$ cat src/rtl/clk_ctrl_buttons_pkg.sv
// Shared constants and types for the clock-control front-panel button conditioner.
// Channel indices select bits of the debounced level vector.
package clk_ctrl_buttons_pkg;

    localparam int unsigned BTN_START_STOP = 0;
    localparam int unsigned BTN_STEP       = 1;
    localparam int unsigned BTN_SPEED      = 2;
    localparam int unsigned BTN_COUNT      = 3;

    // 10 ms at 125 MHz
    localparam int unsigned DEBOUNCE_CYCLES_DEFAULT = 1250000;

    typedef struct packed {
        logic level;
        logic press;
    } btn_out_t;

endpackage

$ cat src/rtl/btn_debounce.sv
// Single button channel: 2-FF synchroniser, hold-time debounce counter,
// debounced level register and a registered one-cycle press pulse.
module btn_debounce
    import clk_ctrl_buttons_pkg::*;
#(
    parameter int unsigned DEBOUNCE_CYCLES = DEBOUNCE_CYCLES_DEFAULT,
    parameter int unsigned CNT_W           = 32
) (
    input  logic     clk_i,
    input  logic     rst,
    input  logic     btn_i,
    output btn_out_t out_o
);

    localparam logic [CNT_W-1:0] CNT_LAST = CNT_W'(DEBOUNCE_CYCLES - 1);

    logic             sync1_q;
    logic             sync2_q;
    logic             stable_q, stable_d;
    logic             press_q, press_d;
    logic [CNT_W-1:0] cnt_q, cnt_d;

    always_ff @(posedge clk_i) begin
        if (rst) begin
            sync1_q  <= 1'b0;
            sync2_q  <= 1'b0;
            stable_q <= 1'b0;
            press_q  <= 1'b0;
            cnt_q    <= '0;
        end else begin
            sync1_q  <= btn_i;
            sync2_q  <= sync1_q;
            stable_q <= stable_d;
            press_q  <= press_d;
            cnt_q    <= cnt_d;
        end
    end

    // Any sample matching the accepted level restarts the hold window, so a
    // glitch shorter than DEBOUNCE_CYCLES never reaches stable_q.
    always_comb begin
        stable_d = stable_q;
        press_d  = 1'b0;
        cnt_d    = cnt_q;
        if (sync2_q == stable_q) begin
            cnt_d = '0;
        end else if (cnt_q == CNT_LAST) begin
            stable_d = sync2_q;
            press_d  = sync2_q;
            cnt_d    = '0;
        end else begin
            cnt_d = cnt_q + CNT_W'(1);
        end
    end

    assign out_o.level = stable_q;
    assign out_o.press = press_q;

endmodule

$ cat src/rtl/clk_ctrl_buttons.sv
// Front-panel button conditioner feeding the CPU clock generator: polarity
// normalisation, three independent debounce channels and output mapping.
module clk_ctrl_buttons
    import clk_ctrl_buttons_pkg::*;
#(
    parameter int unsigned DEBOUNCE_CYCLES = DEBOUNCE_CYCLES_DEFAULT,
    parameter bit          ACTIVE_LOW      = 1'b1,
    parameter int unsigned CNT_W           = 32
) (
    input  logic                 clk_i,
    input  logic                 rst,
    input  logic                 btn_start_stop_i,
    input  logic                 btn_step_i,
    input  logic                 btn_speed_i,
    output logic                 clk_start_stop_o,
    output logic                 clk_step_o,
    output logic                 clk_speed_o,
    output logic [BTN_COUNT-1:0] btn_level_o
);

    logic [BTN_COUNT-1:0] raw;
    logic [BTN_COUNT-1:0] pressed;
    logic [BTN_COUNT-1:0] level;
    logic [BTN_COUNT-1:0] press;
    btn_out_t             chan_out [BTN_COUNT];
    logic                 unused_step_press;

    assign raw     = {btn_speed_i, btn_step_i, btn_start_stop_i};
    assign pressed = raw ^ {BTN_COUNT{ACTIVE_LOW}};

    for (genvar g = 0; g < BTN_COUNT; g++) begin : g_chan
        btn_debounce #(
            .DEBOUNCE_CYCLES (DEBOUNCE_CYCLES),
            .CNT_W           (CNT_W)
        ) u_debounce (
            .clk_i (clk_i),
            .rst   (rst),
            .btn_i (pressed[g]),
            .out_o (chan_out[g])
        );
        assign level[g] = chan_out[g].level;
        assign press[g] = chan_out[g].press;
    end

    // Single-step is consumed as a level by the clock module; its pulse has no sink.
    assign unused_step_press = press[BTN_STEP];

    assign clk_start_stop_o = press[BTN_START_STOP];
    assign clk_speed_o      = press[BTN_SPEED];
    assign clk_step_o       = level[BTN_STEP];
    assign btn_level_o      = level;

endmodule

$ cat config.mk
export PLATFORM = sky130hd
export DESIGN_NAME = clk_ctrl_buttons
export DESIGN_NICKNAME = d
export VERILOG_FILES = /design/src/rtl/clk_ctrl_buttons_pkg.sv /design/src/rtl/btn_debounce.sv /design/src/rtl/clk_ctrl_buttons.sv
export SDC_FILE = /design/constraint.sdc
export NUM_CORES = 1
export LEC_CHECK = 0
export CORE_MARGIN = 2
export CORE_UTILIZATION = 56
export DETAILED_ROUTE_END_ITERATION = 12
export PLACE_DENSITY_LB_ADDON = 0.3
export REMOVE_ABC_BUFFERS = 1
export SYNTH_ARGS = -nofsm -noshare
export SYNTH_HDL_FRONTEND = slang
export SYNTH_HIERARCHICAL = 1
export SYNTH_SLANG_ARGS = --single-unit
$ cat constraint.sdc
create_clock -name clk_i -period 1.8 [get_ports clk_i]
set_clock_uncertainty 0.15 [all_clocks]
set_input_delay 0.45 -clock clk_i [delete_from_list [all_inputs] [get_ports clk_i]]
set_output_delay 0.45 -clock clk_i [all_outputs]
set_load 0.005 [all_outputs]
==> impl_metrics.csv, run 1 <==
group,metric,value,unit
critical_path,cp_max_fo,6,
global_routing,grt_max_degree,21,
placed_design,dpl.hpwl,8770,um
drt,viasPerCell,6.32,
cts,cts_tree,"yes",
cts,cts_buffers,9,
timing,grt_setup_unrepaired,"yes",
floorplanning,core_region_area,9110,um^2
critical_path,arrival,2.03,ns
cts,cts.clk_slew.worst_paths,0.11,ns
drt,vias,5219,
critical_path,startpoint_type,"register",
timing,min_period_over_period,107,%
power,leakage,2.44,nW
drt,post-route-drc-count,0,
drt,drt-initial-drc-count,298,
placed_design,numPortBuffers,10,
finish,diodes,0,
logic_synthesis,syn_area,5200,um^2
finish,nFillCells,582,
floorplanning,die_y,100,um
logic_synthesis,postSynthCellCount,587,
placed_design,pre_cts_ws,-0.143,ns
global_routing,grt_first_pass_wirelength,22900,um
drt,drt-total-wl,14900,um
status,status,"finished with violations",
timing,final-max-slew-violation-count,0,
timing,fin_setup_tns,-4.77,ns
cts,clockBufferDepth,2,
floorplanning,die_area,10100,um^2
cts,h-tree-depth,3,
placed_design,place_inst,777,
drt,antenna_left,0,
floorplanning,io-pin-count,11,
status,violations,"negative setup slack",
drt,drt_pre_antenna_iters,5,
power,vdd_ir_drop_max,0.000490,V
finish,drive_gt1_share,40.6,%
timing,setup_ws,-0.120,ns
timing,setup_viol,94,
floorplanning,die_w,100,um
timing,max-slew-margin-rel,72.3,%
drt,routedWlPerCell,18.0,um
finish,layout.cells.non_filler,826,
logic_synthesis,ys_warn_count,6,
cts,cts-root-buf,"clkbuf_8",
timing,post-route-min-period,1.92,ns
power,cellPowerDensity,560,nW/um^2
critical_path,cp-end-kind,"register",
floorplanning,num_rows,35,
critical_path,cp_data_required_time,1.91,ns
cts,worstSkewPairLatency,0.39,ns
global_routing,antenna_found_initial,0,
timing,hold_violations,0,
floorplanning,initial_core_util,57.0,%
logic_synthesis,avgSynthCellArea,8.85,um^2
global_routing,grt_usage,28.4,%
global_routing,grt_overflow,0,
global_routing,grt_pass1_vias,5038,
cts,clock-sinks,107,
timing,worstMarginPinSlew,0.412,ns
hold_path,hold_path_class,"register to register",
timing,clock.fmax,521,MHz
placed_design,gp_congestion,0.865,
critical_path,worstSetupPathType,"register to register",
cts,holdBufCountCts,0,
job,drv_cap,0,
finish,nNetsFinal,718,
finish,area_delta_synth_final,35.1,%
==> final timing paths <==
path / from / endpoint / slack (ns) / cells past startpoint
max: g_chan[1].u_debounce/cnt_q[0]$_SDFF_PP0_ / g_chan[1].u_debounce/cnt_q[14]$_SDFF_PP0_ / -0.12 / 7
min: g_chan[1].u_debounce/sync1_q$_SDFF_PP0_ / g_chan[1].u_debounce/sync2_q$_SDFF_PP0_ / 0.31 / 1
max reg2reg: g_chan[1].u_debounce/cnt_q[0]$_SDFF_PP0_ / g_chan[1].u_debounce/cnt_q[14]$_SDFF_PP0_ / -0.12 / 7
min reg2reg: g_chan[1].u_debounce/sync1_q$_SDFF_PP0_ / g_chan[1].u_debounce/sync2_q$_SDFF_PP0_ / 0.31 / 1
==> state kept, by name, summed over array words and instances (netlist names) <==
register / count
g_chan.u_debounce/cnt_q: 96
g_chan.u_debounce/press_q: 2
g_chan.u_debounce/stable_q: 3
g_chan.u_debounce/sync1_q: 3
g_chan.u_debounce/sync2_q: 3
==> where the power goes <==
part / leakage (nW) / internal, mW / switching, mW
clock network: 0.0997 / 0.543 / 0.926
registers: 0.872 / 2.37 / 0.00533
logic: 1.46 / 0.0399 / 0.0452
==> layout by cell type, fill, tap and decap left out, types with 7 or more instances in the layout <==
cell	instances
or4_4	9
o21ai_0	23
dfxtp_2	11
nor2_1	23
buf_6	19
a21oi_1	24
xnor2_1	12
o31ai_1	33
nand4_4	9
or3_1	24
nor4_1	7
xor2_1	21
or4_1	24
buf_4	116
clkbuf_8	9
nor2_2	14
a21oi_2	33
nand2_1	35
inv_1	15
dfxtp_1	92
nand4_1	27
nand3_1	24
==> per-layer routing <==
layer	up-vias	global-route usage (%)	share of wire (%)
met3	60	5.85	6.1
met2	214	49.4	51
met4	0	12.4	3.0
met5	-	0	0
li1	2438	-	-
met1	2507	33.9	40
==> what timing repair did <==
| item | in CTS | in global routing |
|---|---|---|
| hold endpoints to repair | 0 | 0 |
| buffers inserted | 14 | 9 |
| pin swaps | 16 | 26 |
| cloned | 7 | 3 |
| endpoints found under the setup margin | 103 | 101 |
| gates resized for setup | 66 | 86 |
==> metrics by stage <==
stage          cell area [um^2]  hold WS (ns)  total power [mW]  util [%]
2_1_floorplan              4970         0.264              2.46         -
3_3_place_gp               6030         0.272              2.49      66.2
3_5_place_dp               6030         0.282              2.50      66.2
4_1_cts                    6610         0.309              3.93      72.6
5_1_grt                    7020         0.325              4.06      77.1
6_report                   7020         0.305              3.93      77.1
==> final cells by class <==
| type | instances | area [um^2] | area share, % |
|---|---|---|---|
| Tap cell | 111 | 139 | 1.98 |
| Clock buffer | 9 | 124 | 1.76 |
| Clock inverter | 7 | 67.6 | 0.963 |
| Inverter | 15 | 56.3 | 0.802 |
| Timing Repair Buffer | 146 | 1190 | 17.0 |
| Sequential cell | 107 | 2170 | 30.9 |
| Multi-Input combinational cell | 431 | 3270 | 46.6 |
==> critical path, stage by stage, from the launching register on <==
cell	delay, ns
dfxtp_2	0.37
ha_4	0.13
and3_4	0.23
buf_6	0.13
nand4_1	0.14
buf_4	0.19
o21ai_0	0.34
a21oi_2	0.12
(Power assumes the default switching activity.)
==> run 2: changes to the inputs <==
--- a/config.mk
+++ b/config.mk
@@ -6,8 +6,9 @@
 export NUM_CORES = 1
 export LEC_CHECK = 0
 export CORE_MARGIN = 2
-export CORE_UTILIZATION = 56
+export CORE_UTILIZATION = 57
 export DETAILED_ROUTE_END_ITERATION = 12
+export DONT_BUFFER_PORTS = 1
 export PLACE_DENSITY_LB_ADDON = 0.3
 export REMOVE_ABC_BUFFERS = 1
 export SYNTH_ARGS = -nofsm -noshare
==> impl_metrics.csv, run 2 (synthesis gave the netlist of run 1 again) <==
group,metric,value,unit
status,status,"finished with violations",
status,violations,"negative setup slack",
drt,routedWlPerCell,20.2,um
timing,final-max-slew-violation-count,0,
timing,hold_slack,0.0560,ns
drt,viasPerCell,6.53,
cts,cts-root-buf,"clkbuf_8",
critical_path,cp_max_fo,6,
timing,min_period_over_period,111,%
cts,clockBufferDepth,2,
finish,nNetsFinal,722,
power,vdd_ir_drop_max,0.000425,V
floorplanning,die_y,99.5,um
timing,post-route-min-period,2.00,ns
timing,clock.fmax,500,MHz
critical_path,worstSetupPathType,"register to register",
cts,cts_tree,"yes",
critical_path,cp_data_required_time,1.92,ns
critical_path,cp-end-kind,"register",
placed_design,placed_area,5900,um^2
hold_path,hold_start,"btn_start_stop_i",
hold_path,hold_path_class,"primary input to register",
floorplanning,core_region_area,8760,um^2
cts,clock-sinks,107,
placed_design,pre_cts_ws,-0.126,ns
finish,mostFrequentLayoutCell,"buf_4",
floorplanning,die_w,99.5,um
drt,post-route-drc-count,0,
timing,worstMarginPinSlew,0.384,ns
global_routing,grt_max_degree,21,
timing,max-slew-margin-rel,74.1,%
finish,mostFrequentLayoutCells,"buf_4 (127), dfxtp_1 (93), nor2_1 (36)",
timing,setup_viol,90,
global_routing,grt_usage,29.2,%
job,drv_cap,0,
floorplanning,initial_core_util,59.3,%
critical_path,critPathLaunch,"g_chan[2].u_debounce/cnt_q[24]$_SDFF_PP0_",
global_routing,antenna_found_initial,0,
finish,drive_gt1_share,41.4,%
timing,grt_setup_unrepaired,"yes",
placed_design,numPortBuffers,0,
drt,drt-initial-drc-count,400,
cts,h-tree-depth,3,
cts,cts.clk_slew.worst_paths,0.12,ns
placed_design,gp_congestion,0.821,
critical_path,startpoint_type,"register",
power,leakage,2.44,nW
timing,fin_setup_tns,-11.05,ns
finish,largest_register_ffs,96,
floorplanning,die_area,9900,um^2
finish,fin_area,7110,um^2
global_routing,grt_overflow,0,
global_routing,grt_first_pass_wirelength,23600,um
cts,cts_buffers,9,
placed_design,dpl.hpwl,8350,um
timing,hold_violations,0,
finish,area_delta_synth_final,36.9,%
critical_path,reg2reg_from,"g_chan[2].u_debounce/cnt_q[24]$_SDFF_PP0_",
drt,drt_pre_antenna_iters,5,
timing,setup_ws,-0.200,ns
critical_path,max_stage_delay,0.40,ns
finish,diodes,0,
floorplanning,io-pin-count,11,
critical_path,arrival,2.12,ns
drt,vias,5399,
critical_path,path_cells,"nor4b_1 -> nand4_1 -> o21ai_4 -> buf_12 -> buf_8 -> a21oi_1",
finish,top_register,"g_chan.u_debounce/cnt_q",
drt,drt-total-wl,16700,um
critical_path,slowest_stage,"nor4b_1",
floorplanning,num_rows,34,
power,cellPowerDensity,574,nW/um^2
cts,worstSkewPairLatency,0.40,ns
drt,antenna_left,0,
global_routing,grt_pass1_vias,5044,
run 2: changes by cell type in the layout (fill, tap and decap cells not counted), moves of 5 or more:
cell,previous run,this run
nor2_1,23,36
o31ai_2,0,5
o31ai_1,33,28
dlygate4sd2_1,6,0
buf_4,116,127
nor2_2,14,2
run 2: worst paths after layout:
path	end	slack, ns	cells past startpoint
worst max-delay path	g_chan[2].u_debounce/cnt_q[24]$_SDFF_PP0_	-0.20	6
worst min-delay path	g_chan[0].u_debounce/sync1_q$_SDFF_PP0_	0.06	2
worst max register to register	g_chan[2].u_debounce/cnt_q[24]$_SDFF_PP0_	-0.20	6
worst min register to register	g_chan[1].u_debounce/sync2_q$_SDFF_PP0_	0.31	1
run 2: layout make-up:
cell class,instances,area (um^2)
fill,471,1650
clock inverter,7,95.1
timing repair buffer,152,1260
inverter,15,56.3
tap,108,135
sequential,107,2160
multi-input combinational,429,3280
clock buffer,9,124
run 2: timing repair:
item                                    4_1_cts  5_1_grt
endpoints found under the setup margin       99       99
setup buffers                                26       17
pin swaps                                    20       30
gates cloned                                  5        2
hold buffers                                  1        0
hold endpoints to repair                      6        0
resized for setup                            54       88
run 2: where the power goes:
group / switching (mW) / internal [mW] / total, mW
Clock: 0.940 / 0.682 / 1.62
Combinational: 0.0440 / 0.0383 / 0.0823
Sequential: 0.00590 / 2.37 / 2.38
Total: 0.990 / 3.09 / 4.08
run 2: per-layer routing:
layer | global-route usage, % | part of all wire [%]
met4 | 11.5 | 3.6
met2 | 50.3 | 52
met5 | 0 | 0
met3 | 7.38 | 7.5
met1 | 35.0 | 37
run 2: metrics by stage:
step / power (mW) / util [%] / instances
after global placement: 2.48 / 67.3 / 761
after floorplan: 2.46 / - / 548
after detailed placement: 2.48 / 67.3 / 761
final: 4.08 / 81.2 / 827
after CTS: 4.06 / 75.5 / 809
after global routing: 4.19 / 81.2 / 827
run 2: worst max-delay path: cells and delay by family, from the launching register on:
family	cells	cell delay (ns)
compound gates	2	0.34
buf+inv	2	0.27
flops	1	0.39
simple gates	2	0.73
==> run 3: changes to the inputs <==
--- a/config.mk
+++ b/config.mk
@@ -6,7 +6,7 @@
 export NUM_CORES = 1
 export LEC_CHECK = 0
 export CORE_MARGIN = 2
-export CORE_UTILIZATION = 57
+export CORE_UTILIZATION = 63
 export DETAILED_ROUTE_END_ITERATION = 12
 export DONT_BUFFER_PORTS = 1
 export PLACE_DENSITY_LB_ADDON = 0.3
==> constraint.sdc (replaced) <==
create_clock -name clk_i -period 1.85 [get_ports clk_i]
set_clock_uncertainty 0.15 [all_clocks]
set_input_delay 0.4625 -clock clk_i [delete_from_list [all_inputs] [get_ports clk_i]]
set_output_delay 0.4625 -clock clk_i [all_outputs]
set_load 0.005 [all_outputs]
==> impl_metrics.csv, run 3 (synthesis gave the netlist of run 1 again) <==
group,metric,value,unit
hold_path,holdPathStages,1,
timing,clock.fmax,502,MHz
critical_path,max_stage_delay,0.37,ns
cts,cts_buffers,9,
critical_path,path_cells,"buf_4 -> nor4b_1 -> nand4_1 -> o21ai_2 -> buf_4 -> a21oi_1",
global_routing,grt_pass1_vias,4392,
drt,antenna_left,0,
placed_design,pre_cts_ws,-0.0896,ns
power,cellPowerDensity,574,nW/um^2
finish,drive_gt1_share,37.3,%
cts,h-tree-depth,3,
critical_path,reg2reg_slack,-0.14,ns
drt,drt-initial-drc-count,561,
global_routing,gr-usage-met3,5.99,%
timing,post-route-min-period,1.99,ns
global_routing,antenna_found_initial,0,
global_routing,use_met2,49.9,%
placed_design,dpl.hpwl,8230,um
finish,top_register,"g_chan.u_debounce/cnt_q",
global_routing,busiest_layer,"met2",
drt,drt-total-wl,17700,um
floorplanning,num_rows,33,
critical_path,startpoint_type,"register",
floorplanning,die_area,8990,um^2
cts,worstSkewPairLatency,0.39,ns
critical_path,cp-end-kind,"register",
finish,largest_register_ffs,96,
finish,diodes,0,
global_routing,grt_max_degree,20,
finish,nNetsFinal,692,
timing,grt_setup_unrepaired,"yes",
hold_path,whs_endpoint,"g_chan[1].u_debounce/sync1_q$_SDFF_PP0_",
timing,worstMarginPinSlew,0.421,ns
timing,hold_slack,0.0103,ns
global_routing,grt_overflow,0,
timing,max-slew-margin-rel,71.7,%
timing,final-max-slew-violation-count,0,
cts,clock-sinks,107,
global_routing,grt_first_pass_wirelength,20700,um
drt,routedWlPerCell,22.3,um
critical_path,arrival,2.09,ns
critical_path,worstSetupPathType,"register to register",
status,violations,"negative setup slack",
floorplanning,io-pin-count,11,
timing,hold_violations,0,
finish,fin_area,6880,um^2
critical_path,r2r_cells,6,
floorplanning,die_w,94.8,um
drt,viasPerCell,7.01,
drt,drt_pre_antenna_iters,7,
critical_path,critPathBufInv,2,
power,vdd_ir_drop_max,0.000465,V
finish,nFillCells,404,
hold_path,hold_start,"rst",
critical_path,cpLargestDelayFamily,"simple AND/OR/NAND/NOR gates",
finish,mostFrequentLayoutCell,"buf_4",
placed_design,gp_congestion,0.921,
critical_path,slowest_stage,"nor4b_1",
status,status,"finished with violations",
critical_path,reg2reg_from,"g_chan[0].u_debounce/cnt_q[5]$_SDFF_PP0_",
cts,cts-root-buf,"clkbuf_8",
critical_path,critical_path.most_common_cell,"buf_4",
job,drv_cap,0,
power,leakage,2.34,nW
global_routing,grt_usage,29.4,%
finish,area_delta_synth_final,32.4,%
cts,cts_tree,"yes",
floorplanning,initial_core_util,64.2,%
global_routing,grt_util_met1,37.5,%
drt,post-route-drc-count,0,
hold_path,hold_path_class,"primary input to register",
timing,min_period_over_period,108,%
drt,vias,5565,
finish,mostFrequentLayoutCells,"buf_4 (100), dfxtp_1 (94), nand2_1 (35)",
floorplanning,die_y,94.8,um
timing,setup_ws,-0.143,ns
placed_design,numPortBuffers,0,
placed_design,placed_area,5740,um^2
timing,setup_viol,93,
cts,clockBufferDepth,2,
floorplanning,core_region_area,8090,um^2
cts,cts.clk_slew.worst_paths,0.11,ns
critical_path,cp_max_fo,15,
critical_path,cp_data_required_time,1.95,ns
critical_path,reg2reg_to,"g_chan[0].u_debounce/cnt_q[30]$_SDFF_PP0_",
## run 3: cell count changes in the layout (fill, tap and decap cells not counted), moves of 5 or more
| cell | before | now |
|---|---|---|
| buf_4 | 127 | 100 |
| a21oi_1 | 21 | 31 |
| a21oi_2 | 33 | 25 |
| buf_6 | 18 | 10 |
| nor2_1 | 36 | 28 |
| dfxtp_2 | 14 | 9 |
## run 3: final cells by class
| class | count | area (um^2) | area share (%) |
|---|---|---|---|
| clock buffers | 9 | 124 | 1.80 |
| clock inverters | 7 | 85.1 | 1.24 |
| inverters | 15 | 56.3 | 0.819 |
| multi-input cells | 433 | 3270 | 47.6 |
| flip-flops and latches | 107 | 2170 | 31.5 |
| well taps | 105 | 131 | 1.91 |
| repair buffers | 118 | 1040 | 15.1 |
## run 3: what timing repair did
item	CTS	global route
endpoints found under the hold margin	5	0
setup endpoints to repair	74	94
buffers inserted	8	21
hold buffers	1	0
gates resized for setup	19	105
gates cloned	3	11
pin swaps	8	30
## run 3: report_power, final
group          switching (mW)  internal (mW)  leakage [nW]
clock network           0.892          0.650         0.106
registers             0.00626           2.31         0.871
logic                  0.0461         0.0464          1.37
## run 3: worst max path at each step
stage,from,end,slack [ns],cells after the start
after detailed placement,g_chan[2].u_debounce/cnt_q[0]$_SDFF_PP0_,g_chan[2].u_debounce/cnt_q[24]$_SDFF_PP0_,-0.09,5
final,g_chan[0].u_debounce/cnt_q[5]$_SDFF_PP0_,g_chan[0].u_debounce/cnt_q[30]$_SDFF_PP0_,-0.14,6
after global placement,g_chan[2].u_debounce/cnt_q[0]$_SDFF_PP0_,g_chan[2].u_debounce/cnt_q[28]$_SDFF_PP0_,-0.02,5
after floorplan,g_chan[0].u_debounce/cnt_q[0]$_SDFF_PP0_,g_chan[0].u_debounce/cnt_q[26]$_SDFF_PP0_,-0.88,5
after global routing,g_chan[0].u_debounce/cnt_q[1]$_SDFF_PP0_,g_chan[0].u_debounce/cnt_q[30]$_SDFF_PP0_,-0.28,5
after CTS,g_chan[2].u_debounce/cnt_q[0]$_SDFF_PP0_,g_chan[2].u_debounce/cnt_q[29]$_SDFF_PP0_,-0.01,7
## run 3: metal layers
layer  share of wire [%]  wire length [um]
met5                   0                 0
met3                 9.7              1720
met4                 6.1              1090
met2                  47              8380
met1                  37              6500
## run 3: through the flow
step | cells | util [%] | total power [mW] | setup TNS (ns)
2_1_floorplan | 548 | - | 2.39 | -68.60
3_3_place_gp | 735 | 70.9 | 2.41 | -0.126
3_5_place_dp | 735 | 70.9 | 2.41 | -2.25
4_1_cts | 762 | 75.9 | 3.89 | -0.0826
5_1_grt | 794 | 85.0 | 4.01 | -11.08
6_report | 794 | 85.0 | 3.95 | -6.61
